File: config.mk
export PLATFORM = sky130hd
export DESIGN_NAME = systolic_sched
export DESIGN_NICKNAME = d
export VERILOG_FILES = /design/src/rtl/systolic_pkg.sv /design/src/rtl/sched_row_wr.sv /design/src/rtl/systolic_sched.sv
export SDC_FILE = /design/constraint.sdc
export NUM_CORES = 1
export LEC_CHECK = 0
export ABC_AREA = 0
export CAP_MARGIN = 25
export CORE_MARGIN = 2
export CORE_UTILIZATION = 40
export CTS_CLUSTER_DIAMETER = 120
export CTS_CLUSTER_SIZE = 24
export DETAILED_ROUTE_END_ITERATION = 8
export PLACE_DENSITY_LB_ADDON = 0.2
export SYNTH_ARGS = -nofsm -noshare
export SYNTH_HDL_FRONTEND = slang
export SYNTH_SLANG_ARGS = --single-unit
File: constraint.sdc
create_clock -name clk -period 3.2 [get_ports clk]
set_clock_uncertainty 0.1 [all_clocks]
set_input_delay 0.64 -clock clk [delete_from_list [all_inputs] [get_ports clk]]
set_output_delay 0.64 -clock clk [all_outputs]
set_load 0.02 [all_outputs]
File: src/rtl/systolic_pkg.sv
// Shared types and width helpers for the systolic array sequencer.
package systolic_pkg;

  // Sequencer phases: idle, operand streaming, result drain, completion.
  typedef enum logic [1:0] {
    IDLE   = 2'd0,
    STREAM = 2'd1,
    DRAIN  = 2'd2,
    FIN    = 2'd3
  } sched_state_t;

  // Address width of an A bank (and of a D bank), never narrower than one bit.
  function automatic int aw_a(input int m, input int n1);
    int w;
    w = $clog2((m * m) / n1);
    return (w < 1) ? 1 : w;
  endfunction

  // Address width of a B bank, never narrower than one bit.
  function automatic int aw_b(input int m, input int n2);
    int w;
    w = $clog2((m * m) / n2);
    return (w < 1) ? 1 : w;
  endfunction

endpackage

File: src/rtl/sched_row_wr.sv
// Per-row D bank writer: passes the row's result valid through as a write
// enable and keeps a saturating write counter that serves as the D address.
module sched_row_wr #(
  parameter int AW = 4,
  parameter int E  = 16
) (
  input  logic          clk,
  input  logic          rst,
  input  logic          clr,
  input  logic          active,
  input  logic          valid,
  output logic          wr_en,
  output logic [AW-1:0] wr_addr,
  output logic          complete
);

  // The counter is one bit wider than the address so it can hold E itself.
  localparam logic [AW:0] E_CNT = E[AW:0];

  logic [AW:0] cnt_q;
  logic [AW:0] cnt_d;

  assign complete = (cnt_q == E_CNT);
  assign wr_en    = active & valid & ~complete;
  assign wr_addr  = cnt_q[AW-1:0];

  // Next count: cleared while the sequencer idles, advanced on every accepted write.
  always_comb begin
    cnt_d = cnt_q;
    if (clr) begin
      cnt_d = '0;
    end else if (wr_en) begin
      cnt_d = cnt_q + 1'b1;
    end
  end

  // Write counter register.
  always_ff @(posedge clk) begin
    if (rst) begin
      cnt_q <= '0;
    end else begin
      cnt_q <= cnt_d;
    end
  end

endmodule

File: src/rtl/systolic_sched.sv
// Top-level sequencer for the systolic matrix-multiply array: walks every
// (A row-slice, B column-slice) tile pair to stream operands, then collects
// the per-row results into the D banks and reports done or a drain timeout.
module systolic_sched
  import systolic_pkg::*;
#(
  parameter int  N1        = 4,
  parameter int  N2        = 4,
  parameter int  M         = 8,
  parameter int  DRAIN_MAX = 32,
  localparam int AW_A      = aw_a(M, N1),
  localparam int AW_B      = aw_b(M, N2)
) (
  input  logic               clk,
  input  logic               rst,
  input  logic               start,
  output logic               busy,
  output logic               done,
  output logic               error,
  output logic               rd_en,
  output logic [AW_A-1:0]    rd_addr_A,
  output logic [AW_B-1:0]    rd_addr_B,
  output logic               tile_init,
  input  logic [N1-1:0]      valid_D,
  output logic [N1-1:0]      wr_en_D,
  output logic [N1*AW_A-1:0] wr_addr_D
);

  localparam int E   = (M * M) / N1;
  localparam int KW  = ($clog2(M) < 1) ? 1 : $clog2(M);
  localparam int SAW = ($clog2(M / N1) < 1) ? 1 : $clog2(M / N1);
  localparam int SBW = ($clog2(M / N2) < 1) ? 1 : $clog2(M / N2);
  localparam int TW  = ($clog2(DRAIN_MAX) < 1) ? 1 : $clog2(DRAIN_MAX);

  localparam logic [KW-1:0]   K_LAST  = KW'(M - 1);
  localparam logic [SAW-1:0]  SA_LAST = SAW'((M / N1) - 1);
  localparam logic [SBW-1:0]  SB_LAST = SBW'((M / N2) - 1);
  localparam logic [TW-1:0]   T_LAST  = TW'(DRAIN_MAX - 1);
  localparam logic [AW_A-1:0] M_A     = AW_A'(M);
  localparam logic [AW_B-1:0] M_B     = AW_B'(M);

  sched_state_t    state_q, state_d;
  logic [KW-1:0]   k_q, k_d;
  logic [SAW-1:0]  sa_q, sa_d;
  logic [SBW-1:0]  sb_q, sb_d;
  logic [TW-1:0]   timer_q, timer_d;
  logic            busy_q, busy_d;
  logic            done_q, done_d;
  logic            error_q, error_d;
  logic            rd_en_q, rd_en_d;
  logic            tile_init_q, tile_init_d;
  logic [AW_A-1:0] rd_addr_a_q, rd_addr_a_d;
  logic [AW_B-1:0] rd_addr_b_q, rd_addr_b_d;

  logic            row_clr;
  logic            row_active;
  logic [N1-1:0]   row_done;
  logic            all_complete;

  assign row_clr      = (state_q == IDLE);
  assign row_active   = (state_q == STREAM) || (state_q == DRAIN);
  assign all_complete = &row_done;

  assign busy      = busy_q;
  assign done      = done_q;
  assign error     = error_q;
  assign rd_en     = rd_en_q;
  assign tile_init = tile_init_q;
  assign rd_addr_A = rd_addr_a_q;
  assign rd_addr_B = rd_addr_b_q;

  // One writer per array row; the drain phase ends once every row is complete.
  for (genvar i = 0; i < N1; i++) begin : g_row
    sched_row_wr #(
      .AW (AW_A),
      .E  (E)
    ) u_row (
      .clk      (clk),
      .rst      (rst),
      .clr      (row_clr),
      .active   (row_active),
      .valid    (valid_D[i]),
      .wr_en    (wr_en_D[i]),
      .wr_addr  (wr_addr_D[i*AW_A +: AW_A]),
      .complete (row_done[i])
    );
  end

  // Next state, tile walk counters, drain timer and the registered outputs.
  always_comb begin
    state_d     = state_q;
    k_d         = k_q;
    sa_d        = sa_q;
    sb_d        = sb_q;
    timer_d     = timer_q;
    error_d     = 1'b0;

    unique case (state_q)
      IDLE: begin
        k_d     = '0;
        sa_d    = '0;
        sb_d    = '0;
        timer_d = '0;
        if (start) begin
          state_d = STREAM;
        end
      end
      STREAM: begin
        if (k_q == K_LAST) begin
          k_d = '0;
          if (sb_q == SB_LAST) begin
            sb_d = '0;
            if (sa_q == SA_LAST) begin
              sa_d    = '0;
              timer_d = '0;
              state_d = DRAIN;
            end else begin
              sa_d = sa_q + 1'b1;
            end
          end else begin
            sb_d = sb_q + 1'b1;
          end
        end else begin
          k_d = k_q + 1'b1;
        end
      end
      DRAIN: begin
        if (all_complete) begin
          state_d = FIN;
        end else if (timer_q == T_LAST) begin
          error_d = 1'b1;
          state_d = IDLE;
        end else begin
          timer_d = timer_q + 1'b1;
        end
      end
      FIN: begin
        state_d = IDLE;
      end
      default: begin
        state_d = IDLE;
      end
    endcase

    busy_d      = (state_d == STREAM) || (state_d == DRAIN);
    done_d      = (state_d == FIN);
    rd_en_d     = (state_d == STREAM);
    tile_init_d = rd_en_d && (k_d == K_LAST);
    rd_addr_a_d = '0;
    rd_addr_b_d = '0;
    if (rd_en_d) begin
      rd_addr_a_d = AW_A'(sa_d) * M_A + AW_A'(k_d);
      rd_addr_b_d = AW_B'(sb_d) * M_B + AW_B'(k_d);
    end
  end

  // Sequencer registers; reset aborts any run without a done or error pulse.
  always_ff @(posedge clk) begin
    if (rst) begin
      state_q     <= IDLE;
      k_q         <= '0;
      sa_q        <= '0;
      sb_q        <= '0;
      timer_q     <= '0;
      busy_q      <= 1'b0;
      done_q      <= 1'b0;
      error_q     <= 1'b0;
      rd_en_q     <= 1'b0;
      tile_init_q <= 1'b0;
      rd_addr_a_q <= '0;
      rd_addr_b_q <= '0;
    end else begin
      state_q     <= state_d;
      k_q         <= k_d;
      sa_q        <= sa_d;
      sb_q        <= sb_d;
      timer_q     <= timer_d;
      busy_q      <= busy_d;
      done_q      <= done_d;
      error_q     <= error_d;
      rd_en_q     <= rd_en_d;
      tile_init_q <= tile_init_d;
      rd_addr_a_q <= rd_addr_a_d;
      rd_addr_b_q <= rd_addr_b_d;
    end
  end

endmodule

Word-level counts from Yosys, hierarchy flattened:

Cells that the tools add are included.

* add/subtract/negate cells: 10
* equality and inequality tests: 18
* mux-type cells: 23
* bitwise gates (word level): 14
* reduce and logical (&&, ||, !) cells: 10

Operators by type and width (count)
* adder 5 x 1 -> 5 bit, second input constant: 5
* equality test 5 bit, second input constant: 5
* two-way mux 5 bit: 5
* one-hot mux 5 bit (3 select lines): 1
* two-way mux 2 bit: 6
* adder 4 x 3 -> 4 bit: 2
* AND 1 bit: 8
* equality test 2 bit, second input constant: 4
* != test 2 bit, second input constant: 4
* one-hot mux 2 bit (4 select lines): 1
* equality test 3 bit, second input constant: 2
* two-way mux 1 bit: 6
* NOT 1 bit: 6
* one-hot mux 3 bit (2 select lines): 1
* AND reduction 6 bit: 1
* equality test 2 x 1 -> 1 bit, second input constant: 2
* one-hot mux 1 bit (2 select lines): 2
* AND reduction 4 bit: 1
* OR reduction 2 bit: 2
* adder 3 x 1 -> 3 bit, second input constant: 1
* two-way mux 3 bit: 1
* nonzero test 3 bit: 1
* OR reduction 3 bit: 1
* adder 1 bit, second input constant: 2
* other kinds (4): 5

* flip-flop bits (word level): 45
* input port bits: 7
* logic and storage cells: 91

Longest topological paths before layout:

* depth in word-level cells: 7
* depth in mapped cells: 10

Hierarchy:

From an unflattened synthesis, not the netlist that was laid out.

* cell total of the unflattened synthesis: 242
* area, all modules: 2157.1 sq um

Modules (own cells, without submodules)
* sched_row_wr: instances 4, cells each 36, area an instance 291.5 sq um, seq. area each 100.1 sq um
* systolic_sched: instances 1, cells each 98, area an instance 991.0 sq um, seq. area each 440.4 sq um

Least setup slack after synthesis:

No wires, ideal clock.

* path kind: reg-to-reg
* start: register timer_q[0]
* end: register tile_init_q, in the netlist tile_init
* setup time: 0.129 ns
* arrival time: 2.018 ns
* path slack: 0.954 ns
* cell stages (with the launch flop): 11
* path buffers: 0
* period minus slack after synthesis: 2.246 ns
* cells stage by stage: dfxtp_1 > ha_1 > and3_1 > ha_1 > nand2b_1 > a221oi_1 > a31oi_1 > and2_1 > ha_1 > and2_1 > nor3b_2

* word-level cells in the longest chain between the ends: 6

RTL lines
* start, declared: RTL line systolic_sched.sv:46 `logic [TW-1:0] timer_q, timer_d;`
* start signal, assigned: RTL line systolic_sched.sv:177 `timer_q <= timer_d;`
* equality test 5 bit: RTL line systolic_sched.sv:130 `end else if (timer_q == T_LAST) begin`
* two-way mux 2 bit: RTL line systolic_sched.sv:130
* two-way mux 2 bit: RTL line systolic_sched.sv:128 `if (all_complete) begin`
* one-hot mux 2 bit (4 select lines): RTL line systolic_sched.sv:98 `unique case (state_q)`
* equality test 2 x 1 -> 1 bit: RTL line systolic_sched.sv:147 `rd_en_d = (state_d == STREAM);`
* via rd_en_d: RTL line systolic_sched.sv:50 `logic rd_en_q, rd_en_d;`
* logical AND 1 bit: RTL line systolic_sched.sv:148 `tile_init_d = rd_en_d && (k_d == K_LAST);`
* end signal, assigned: RTL line systolic_sched.sv:182 `tile_init_q <= tile_init_d;`
* end, declared: RTL line systolic_sched.sv:51 `logic tile_init_q, tile_init_d;`

The timed path passes the listed nets, and every way through them passes these cells.
A chain may end at the register's enable or synchronous reset.

Worst setup path in the final report:

* start: register state_q[0]
* end: output wr_en_D[0]

* word-level cells in the longest chain between the ends: 4
* elaborated cells on any way between the ends: 5
* those cells by class: 2 x eq/ne; 2 x bitwise; 1 x reduce/logical

RTL lines
* start, declared: RTL line systolic_sched.sv:42 `sched_state_t state_q, state_d;`
* start signal, assigned: RTL line systolic_sched.sv:173 `state_q <= state_d;`
* equality test 2 x 1 -> 1 bit or equality test 2 bit (tied branches): RTL line systolic_sched.sv:61 `assign row_active = (state_q == STREAM) || (state_q == DRAIN);`
* logical OR 1 bit (*): RTL line systolic_sched.sv:61
* AND 1 bit (*) (2 in a row): RTL line sched_row_wr.sv:24 `assign wr_en = active & valid & ~complete;`
* end, declared: RTL line systolic_sched.sv:25 `output logic [N1-1:0] wr_en_D,`

Mark *: on every way between the ends. The rest lies on a longest branch, timed or not.

==> flow_summary.yaml <==
run_status:
  outcome: "complete, no violations"
final_layout:
  fin_nets: 284
  final_cell_mix: "42 x dfxtp_1, 39 x clkdlybuf4s50_1, 28 x nor2_1"
  n_antenna_cell: 0
  area_growth_pct: 17.5
  fin_cells: 332
  final_area_mm2: 0.00264
  drive_gt1_share_pct: 8.08
  final_common_cell: "dfxtp_1"
yosys:
  ys_seq_area_share_pct: 37.4
  syn_area_per_cell_um2: 9.19
  postSynthCellCount: 245
  synth-main-ff-cell: "dfxtp_1"
  synth_top_area_cell: "dfxtp_1"
  synth.top_cell.area_share_pct: 37.4
  synthArstFlopShare_pct: 0
  synth_area_mm2: 0.00225
  ys_warn_count: 0
  synth_cell_types: 42
  syn_nets: 270
  synth-edff-count: 0
  synthTopCellsByArea: "dfxtp_1 37%, ha_1 10%, buf_4 7.7%"
  synth_seq_cells: 42
clock_network:
  clock_sinks: 42
  ctsRootBufferMaster: "clkbuf_8"
  clock_latency_ns: 0.29
  postCtsHoldBufs: 0
  post_cts_buffers: 0
  cts_tree: "yes"
  cts_made_buffers: 5
  htree_levels: 2
  cts.clk_slew.worst_paths_ns: 0.08
  clk_path_buf_depth: 2
sta:
  rsz0062_at_grt: "no"
  finalWorstSetupSlack_ns: 0.182
  finalCritPeriodShare_pct: 94.3
  worstMarginPinSlew_ns: 0.401
  holdWs_ns: 0.386
  final_hold_viol_count: 0
  tns_ns: 0
  slew_headroom_pct: 73.1
  finalMaxSlewViolations: 0
  post-route-min-period_ns: 3.02
  setup-violations-final: 0
  fmax_mhz: 331
min_path:
  min_path_type: "flop to flop"
  worstHoldStart: "timer_q[4]$_SDFFE_PP0P_"
  whs_path_depth: 2
  whs_endpoint: "timer_q[4]$_SDFFE_PP0P_"
route:
  drtIter0Drc: 89
  viasPerCell: 4.85
  routed_wl_mm: 3.80
  vias: 1610
  drc: 0
  firstDrtPassIters: 4
  post_drt_wl_per_cell_um: 11.4
  drtAntennaViolNets: 0
global_route:
  grt_util_met2_pct: 20.6
  grt_overflow: 0
  grt.total_usage_pct: 13.1
  globalRouteMet1Util_pct: 17.7
  grt_max_degree: 21
  first_global_vias: 1428
  grt_busiest_layer: "met2"
  antenna_found_initial: 0
  met3_usage_pct: 3.41
  grt_first_pass_wirelength_mm: 6.56
die:
  initial_utilization_pct: 41.1
  rows: 27
  die_area_mm2: 0.00624
  ios: 40
  dieHeight_um: 79.0
  die_w_um: 79.0
  core_mm2: 0.00547
worst_setup_path:
  rrSetupSlack_ns: 0.76
  r2r_cells: 10
  cp_data_required_time_ns: 2.46
  path_max_fanout: 10
  reg2reg_from: "timer_q[0]$_SDFFE_PP0P_"
  end_kind: "primary output"
  worst_setup_path_start_kind: "flop"
  r2r-end: "tile_init$_SDFF_PP0_"
  worst_ep_arrival_time_ns: 2.28
  crit_type: "flop to primary output"
power_and_ir_drop:
  leakage_nw: 0.981
  power_density_mw_per_mm2: 404
  peakVddDrop_mv: 0.176
placement:
  port_buffers: 39
  post_dp_cell_area_mm2: 0.00253
  dp_hpwl_mm: 2.81
  pre_cts_slack_ns: 0.345
  gp_congestion: 0.725
  dpl.cell_count: 324
run:
  cap_violations: 0
## where the power goes
group          total, W  switching, W  internal, W  leakage, nW
registers      0.000537    0.00000624     0.000531        0.339
clock network  0.000420      0.000186     0.000234       0.0585
logic          0.000112     0.0000637    0.0000486        0.583
## per-stage QoR
stage / total power, W / util, %
after detailed placement: 0.000661 / 46.2
final: 0.00107 / 48.3
after global routing: 0.00112 / 48.3
after CTS: 0.00109 / 48.3
after global placement: 0.000661 / 46.2
after floorplan: 0.000628 / -
## cells by family (layout without fill, tap and decap cells)
| family | count (synthesis) | count (layout) | share of synthesized area [%] |
|---|---|---|---|
| adder cells (fa/ha/maj) | 18 | 18 | 10.0 |
| AO/OA/AOI/OAI | 26 | 26 | 7.45 |
| multiplexers | 3 | 3 | 1.33 |
| AND/OR/NAND/NOR | 88 | 88 | 24.7 |
| XOR/XNOR | 17 | 17 | 6.61 |
| buffers and inverters | 51 | 66 | 12.5 |
| flip-flops | 42 | 42 | 37.4 |
## layout make-up
class	instances	area [um2]
Fill cell	559	2830
Multi-Input combinational cell	152	1130
Sequential cell	42	841
Timing Repair Buffer	41	405
Tap cell	72	90.1
Clock buffer	5	68.8
Inverter	17	63.8
Clock inverter	3	43.8
## timing repair
| action | in CTS | in global routing |
|---|---|---|
| gates resized for setup | 0 | 1 |
| endpoints found under the setup margin | 0 | 1 |
| hold endpoints to repair | 0 | 0 |
## worst max path at each step
stage / start / to / slack, ns / cells after the start
floorplan: timer_q[0]$_SDFFE_PP0P_ / tile_init$_SDFF_PP0_ / 0.95 / 10
global placement: valid_D[0] / wr_en_D[0] / 0.35 / 4
detailed placement: valid_D[0] / wr_en_D[0] / 0.35 / 4
CTS: state_q[0]$_SDFF_PP0_ / wr_en_D[0] / 0.11 / 5
global route: state_q[1]$_SDFF_PP0_ / wr_en_D[0] / 0.02 / 5
finish: state_q[0]$_SDFF_PP0_ / wr_en_D[0] / 0.18 / 5
## Yosys cell counts, drive strengths merged, types with 2 or more instances
library cell / n
nand2b: 5
nor2: 28
nand3: 11
inv: 17
clkbuf: 8
ha: 18
a221oi: 2
nand4bb: 4
dfxtp: 42
a31oi: 3
a211oi: 2
or4: 2
o21ai: 3
nand2: 6
buf: 26
o32ai: 2
a21oi: 9
xor2: 13
and2: 6
nor3: 3
nor3b: 2
and3: 8
xnor2: 4
mux2i: 3
or3b: 2
nand4: 6
## sequential cells by signal (all words and copies together) (netlist names), 2 cells and up
register,flops
timer_q,5
g_row.u_row.cnt_q,20
k_q,3
rd_addr_A,4
state_q,2
## worst max-delay path: stages, from the launching register on
cell and delay [ns]:
dfxtp_1 0.42, inv_1 0.09, ha_2 0.43, and2_1 0.24
and2_1 0.20, clkdlybuf4s50_1 0.62
## routing by layer
layer	vias to the layer above	part of all wire, %
li1	831	-
met3	4	4.9
met5	-	0
met2	43	45
met4	0	0.95
met1	732	49
(Power assumes the default switching activity.)
